## src/rtl/gba_cart_arbiter.sv

```systemverilog
// Shares one single-port memory between GBA cart reads (always first) and a host port.
// Define GBA_ARB_PREFETCH_EN to add a one-word read-ahead buffer on the GBA side.
module gba_cart_arbiter #(
    parameter int AW = 9,
    parameter int DW = 16
) (
    input  logic          clk100,
    input  logic          rst,
    input  logic          cs_fall,
    input  logic          rd_fall,
    input  logic          rd_rise,
    input  logic [15:0]   addr_in,
    output logic [DW-1:0] gba_data,
    input  logic          host_req,
    input  logic          host_we,
    input  logic [AW-1:0] host_addr,
    input  logic [DW-1:0] host_wdata,
    output logic          host_ack,
    output logic [DW-1:0] host_rdata,
    output logic          mem_en,
    output logic          mem_we,
    output logic [AW-1:0] mem_addr,
    output logic [DW-1:0] mem_wdata,
    input  logic [DW-1:0] mem_rdata
);

    typedef enum logic [2:0] {
        IDLE    = 3'd0,
        GBA_RD  = 3'd1,
        GBA_CAP = 3'd2,
        HOST_WR = 3'd3,
        HOST_RD = 3'd4
`ifdef GBA_ARB_PREFETCH_EN
        ,
        PF_RD   = 3'd5,
        PF_CAP  = 3'd6
`endif
    } state_t;

    state_t        state, state_next;
    state_t        pick_gba, pick_all;
    logic [AW-1:0] gaddr;
    logic          gba_pend;
    logic          gba_new;     // rd_fall that needs a memory read
    logic          gba_req;
    logic          hrd_cap;     // second cycle of HOST_RD
    logic [DW-1:0] rdata_q;
    logic          unused_addr;

    assign unused_addr = ^addr_in[15:AW];

`ifdef GBA_ARB_PREFETCH_EN
    logic [DW-1:0] pf_data;
    logic [AW-1:0] pf_addr, pf_iaddr;
    logic          pf_valid, pf_want;
    logic          pf_hit, pf_hit_live;

    // A fill still in its capture cycle can serve the GBA straight from mem_rdata.
    assign pf_hit_live = (state == PF_CAP) && (pf_iaddr == gaddr);
    assign pf_hit      = rd_fall && ((pf_valid && (pf_addr == gaddr)) || pf_hit_live);
    assign gba_new     = rd_fall && !pf_hit;
`else
    assign gba_new     = rd_fall;
`endif

    assign gba_req = gba_pend || gba_new;

    // GBA-side choice (never host); terminal host states use this so a held
    // host_req is not granted twice in its own ack cycle.
    always_comb begin
        pick_gba = IDLE;
        if (gba_req) begin
            pick_gba = GBA_RD;
        end
`ifdef GBA_ARB_PREFETCH_EN
        else if (pf_want) begin
            pick_gba = PF_RD;
        end
`endif
    end

    always_comb begin
        pick_all = pick_gba;
        if (pick_gba == IDLE && host_req) begin
            pick_all = host_we ? HOST_WR : HOST_RD;
        end
    end

    always_ff @(posedge clk100 or posedge rst) begin
        if (rst) begin
            state <= IDLE;
        end else begin
            state <= state_next;
        end
    end

    // Terminal states re-arbitrate directly, so returning through IDLE costs no
    // cycle and the GBA worst case stays at 4 cycles behind a host read.
    always_comb begin
        // NOTE: every output gets a default first so no path infers a latch.
        state_next = state;
        mem_en     = 1'b0;
        mem_we     = 1'b0;
        mem_addr   = '0;
        mem_wdata  = '0;
        host_ack   = 1'b0;
        host_rdata = rdata_q;
        case (state)
            IDLE: state_next = pick_all;
            GBA_RD: begin
                mem_en     = 1'b1;
                mem_addr   = gaddr;
                state_next = GBA_CAP;
            end
            GBA_CAP: state_next = pick_all;
            HOST_WR: begin
                mem_en     = 1'b1;
                mem_we     = 1'b1;
                mem_addr   = host_addr;
                mem_wdata  = host_wdata;
                host_ack   = 1'b1;
                state_next = pick_gba;
            end
            HOST_RD: begin
                if (!hrd_cap) begin
                    mem_en   = 1'b1;
                    mem_addr = host_addr;
                end else begin
                    // Bypass so read data is valid in the same cycle as host_ack.
                    host_ack   = 1'b1;
                    host_rdata = mem_rdata;
                    state_next = pick_gba;
                end
            end
`ifdef GBA_ARB_PREFETCH_EN
            PF_RD: begin
                mem_en     = 1'b1;
                mem_addr   = gaddr;
                state_next = PF_CAP;
            end
            PF_CAP: state_next = pick_all;
`endif
            default: state_next = IDLE;
        endcase
    end

    always_ff @(posedge clk100 or posedge rst) begin
        if (rst) begin
            gaddr    <= '0;
            gba_pend <= 1'b0;
            gba_data <= '0;
            rdata_q  <= '0;
            hrd_cap  <= 1'b0;
        end else begin
            // NOTE: state registers use non-blocking assignment so all update together.
            if (rd_rise) begin
                gaddr <= gaddr + AW'(1);
            end else if (cs_fall) begin
                gaddr <= addr_in[AW-1:0];
            end

            if (gba_new) begin
                gba_pend <= 1'b1;
            end else if (state == GBA_RD) begin
                gba_pend <= 1'b0;
            end

            hrd_cap <= (state == HOST_RD) && !hrd_cap;

            if (hrd_cap) begin
                rdata_q <= mem_rdata;
            end

            if (state == GBA_CAP) begin
                gba_data <= mem_rdata;
            end
`ifdef GBA_ARB_PREFETCH_EN
            if (pf_hit) begin
                gba_data <= pf_hit_live ? mem_rdata : pf_data;
            end
`endif
        end
    end

`ifdef GBA_ARB_PREFETCH_EN
    always_ff @(posedge clk100 or posedge rst) begin
        if (rst) begin
            pf_data  <= '0;
            pf_addr  <= '0;
            pf_iaddr <= '0;
            pf_valid <= 1'b0;
            pf_want  <= 1'b0;
        end else begin
            if (rd_rise) begin
                pf_want <= 1'b1;
            end else if (state == PF_RD || state == GBA_RD) begin
                pf_want <= 1'b0;
            end

            if (state == PF_RD) begin
                pf_iaddr <= gaddr;
            end

            if (state == PF_CAP) begin
                pf_data <= mem_rdata;
                pf_addr <= pf_iaddr;
            end

            if (cs_fall || (state == HOST_WR && host_addr == pf_addr)) begin
                pf_valid <= 1'b0;
            end else if (state == PF_CAP) begin
                pf_valid <= 1'b1;
            end
        end
    end
`endif

endmodule

```

## config.mk

```make
export PLATFORM = sky130hd
export DESIGN_NAME = gba_cart_arbiter
export DESIGN_NICKNAME = d
export VERILOG_FILES = /design/src/rtl/gba_cart_arbiter.sv
export SDC_FILE = /design/constraint.sdc
export NUM_CORES = 1
export LEC_CHECK = 0
export ABC_AREA = 1
export CORE_ASPECT_RATIO = 0.7
export CORE_MARGIN = 10
export CORE_UTILIZATION = 42
export CTS_BUF_LIST = sky130_fd_sc_hd__clkbuf_8
export DETAILED_ROUTE_END_ITERATION = 16
export PLACE_DENSITY = 0.83
export SLEW_MARGIN = 20
export SYNTH_ARGS = -nofsm -noshare
export SYNTH_HDL_FRONTEND = slang
export SYNTH_SLANG_ARGS = --single-unit
```

## constraint.sdc

```tcl
create_clock -name clk100 -period 1.7 [get_ports clk100]
set_input_delay 0.255 -clock clk100 [delete_from_list [all_inputs] [get_ports clk100]]
set_output_delay 0.255 -clock clk100 [all_outputs]
set_load 0.01 [all_outputs]
```

==> metrics.yaml <==
detailed_routing:
  detail_route.drc_violations: 0
  via_count: 2842
  firstDrtPassIters: 4
  post_detailed_route_via_to_cell_ratio: 4.95
  final_antenna_net_count: 0
  drt_iter0_markers: 175
  wl_um: 9140
  avgRoutedWirePerCell_um: 15.9
placed_design:
  dp_cells: 550
  place.port_buffers: 116
  gpl_wtd_cong: 0.873
  dp.final_hpwl_um: 6430
critical_path:
  critical_path_endpoint_category: "output port"
  path_type_of_the_worst_setup_path: "reg2out"
  worst-path-max-fanout: 4
  crit_path_end: "mem_addr[6]"
  critPathArrivalTime_ps: 1620
  r2r_setup_slack_ps: 160
  cp_slowest_stage_delay_ps: 460
  r2r_start: "state[0]"
  critical_path.startpoint_type: "flip-flop"
  crit_path_cell_trace: "nor3_4 > buf_6 > nand2_8 > nand2_8 > nand2_4 > o21ai_2 > buf_2"
  worst_r2r_endpoint: "gba_data[13]"
  crit_top_cell: "sky130_fd_sc_hd__nand2_8"
  cp.required_ps: 1440
  worst_path_max_delay_cell: "sky130_fd_sc_hd__dfrtp_2"
  depth_of_the_worst_register_to_register_path: 8
  critPathLaunch: "state[1]"
floorplan:
  std_cell_rows: 23
  io_pins: 124
  initial_core_util: 0.432
  fp.dieArea_um2: 9410
  die_h_um: 84.2
  die_x_um: 112
  placeableCoreArea_um2: 5730
cts:
  cts_bufs_inserted: 5
  clkLatencyLatePin_ps: 300
  cts-root-buf: "sky130_fd_sc_hd__clkbuf_8"
  clkTransAtPathRegs_ps: 90
  clk_path_buf_depth: 2
  clock_sinks: 46
  htree_num_levels: 2
  clock_tree_from_tritoncts: "yes"
  cts-hold-fix-buffers: 0
synthesis:
  synth_area_leaders: "sky130_fd_sc_hd__dfrtp_1, sky130_fd_sc_hd__nand2_1, sky130_fd_sc_hd__o21ai_0"
  yosysSeqAreaShare: 0.465
  netlist.top_cell.by_area: "sky130_fd_sc_hd__dfrtp_1"
  netlist_instances: 350
  main_flop_type_after_synthesis: "sky130_fd_sc_hd__dfrtp_1"
  synth-edff-count: 0
  post_synth_adder_cell_area: 0.00506
  yosys.area_share.simple: 0.305
  syn-cell-area_um2: 2470
  muxShareOfSynthArea: 0
  post_synthesis_mean_instance_area_um2: 7.07
  synth-xor-area-share: 0
  post-synth-top-area-fraction: 0.465
  ys_types: 22
  postSynth.asyncResetShare: 1.00
  synth_top_family_by_area: "simple AND/OR/NAND/NOR gates"
  yosysWarningCount: 0
  syn_nets: 415
  synth_commonest_cells: "sky130_fd_sc_hd__nand2_1, sky130_fd_sc_hd__inv_1, sky130_fd_sc_hd__dfrtp_1"
  ys_ff_latch: 46
  synth.most_common_cell: "sky130_fd_sc_hd__nand2_1"
  synth_compound_area_frac: 0.116
sta:
  min_period_ps: 1870
  final_count_of_pins_violating_max_slew: 0
  hold_slack_ps: 299
  rsz0062_at_grt: "yes"
  fmax_ghz: 0.534
  final_hold_viol_count: 0
  finClkSkew_ps: 5.53
  post-route-period-util: 1.10
  postLayoutSetupSlackWorst_ps: -173
  setup_total_negative_slack_ps: -2670
  max_slew_margin: 0.701
  setup_viol: 27
  actual_slew_at_the_worst_max_slew_pin_ps: 447
cells_and_area:
  n_antenna_cell: 0
  fillerInstances: 458
  multi_input_area_um2: 1190
  area_delta_synth_final_pct: 64.7
  final_util: 0.711
  drive_above_1_share: 0.240
  finish.net_count: 563
  sequential_cell_area_um2: 1150
  final_cell_count_no_fill: 574
job:
  drv_cap: 0
pwr:
  overall_power_mw: 5.91
  power_leakage_nw: 2.09
  power_density_nw_per_um2: 1450
  vdd.ir_drop.worst_uv: 988
global_route:
  antenna_found_initial: 0
  grt_start_max_net_pins: 47
  grt_first_pass_wirelength_um: 14100
  track_usage: 0.178
  overflow: 0
  grt_pass1_vias: 2816
outcome:
  run_status: "finished with violations"
  failed_checks: "negative setup slack"
worst_hold_path:
  timing.hold.worst.class: "in2async"
worst min path at each step:
stage	end	slack [ps]	start	cells past startpoint
3_3_place_gp	gba_data[0]	450	gba_data[0]	2
5_1_grt	gaddr[4]	310	rst	3
2_1_floorplan	state[2]	350	host_we	1
6_report	rdata_q[8]	300	rst	3
3_5_place_dp	gba_data[0]	460	gba_data[0]	2
4_1_cts	rdata_q[8]	300	rst	3
layer usage:
metal	GRT usage	vias to the layer above	wire, um
li1	-	1388	-
met1	0.224	1311	3920
met2	0.300	123	4400
met3	0.0398	20	617
met4	0.0477	0	208
met5	0	-	0
sequential cells by signal, summed over array words and instances, names as in the netlist:
register  cells
gba_pend      1
rdata_q      16
hrd_cap       1
state         3
gaddr         9
gba_data     16
critical path, delay by kind of cell (launching register included):
kind	cells	cell delay, ps
simple gates	4	480
flops	1	460
buf+inv	2	310
compound gates	1	70
cells by family after synthesis:
logic type / count (synthesis)
compound gates: 56
fa+ha+maj: 1
buf+inv: 65
flops: 46
simple gates: 182
layout by cell type (no fill, tap or decap), types with 14 or more instances in the layout:
cell,synthesis,final
sky130_fd_sc_hd__nand2_1,120,108
sky130_fd_sc_hd__clkdlybuf4s50_1,0,72
sky130_fd_sc_hd__inv_1,49,47
sky130_fd_sc_hd__dfrtp_1,46,45
sky130_fd_sc_hd__buf_2,9,33
sky130_fd_sc_hd__nand3_1,31,31
sky130_fd_sc_hd__o21ai_0,43,26
sky130_fd_sc_hd__nor2_1,25,25
sky130_fd_sc_hd__buf_4,1,25
sky130_fd_sc_hd__o21ai_1,3,14
per-stage QoR:
| stage | setup slack (ps) | instance area (um2) |
|---|---|---|
| 3_3_place_gp | -233 | 3860 |
| 2_1_floorplan | 267 | 2470 |
| 4_1_cts | -102 | 4000 |
| 5_1_grt | -247 | 4070 |
| 6_report | -173 | 4070 |
| 3_5_place_dp | -280 | 3860 |
layout make-up:
type	instances	area share
repair buffers	154	0.331
multi-input cells	240	0.293
flip-flops and latches	46	0.283
inverters	51	0.0470
well taps	75	0.0230
clock buffers	6	0.0203
clock inverters	2	0.00307
repair_timing:
item | 4_1_cts | 5_1_grt
resized for setup | 187 | 64
pin swaps | 3 | 5
hold endpoints to repair | 0 | 0
setup endpoints to repair | 44 | 40
gates cloned | 3 | 2
setup buffers | 10 | 4
power breakdown:
group          switching (mW)  leakage (nW)  internal, mW
clock network           0.374        0.0472         0.327
registers               0.233         0.532          1.54
logic                    1.85          1.51          1.58
total                    2.46          2.09          3.44
(Power assumes the default switching activity.)
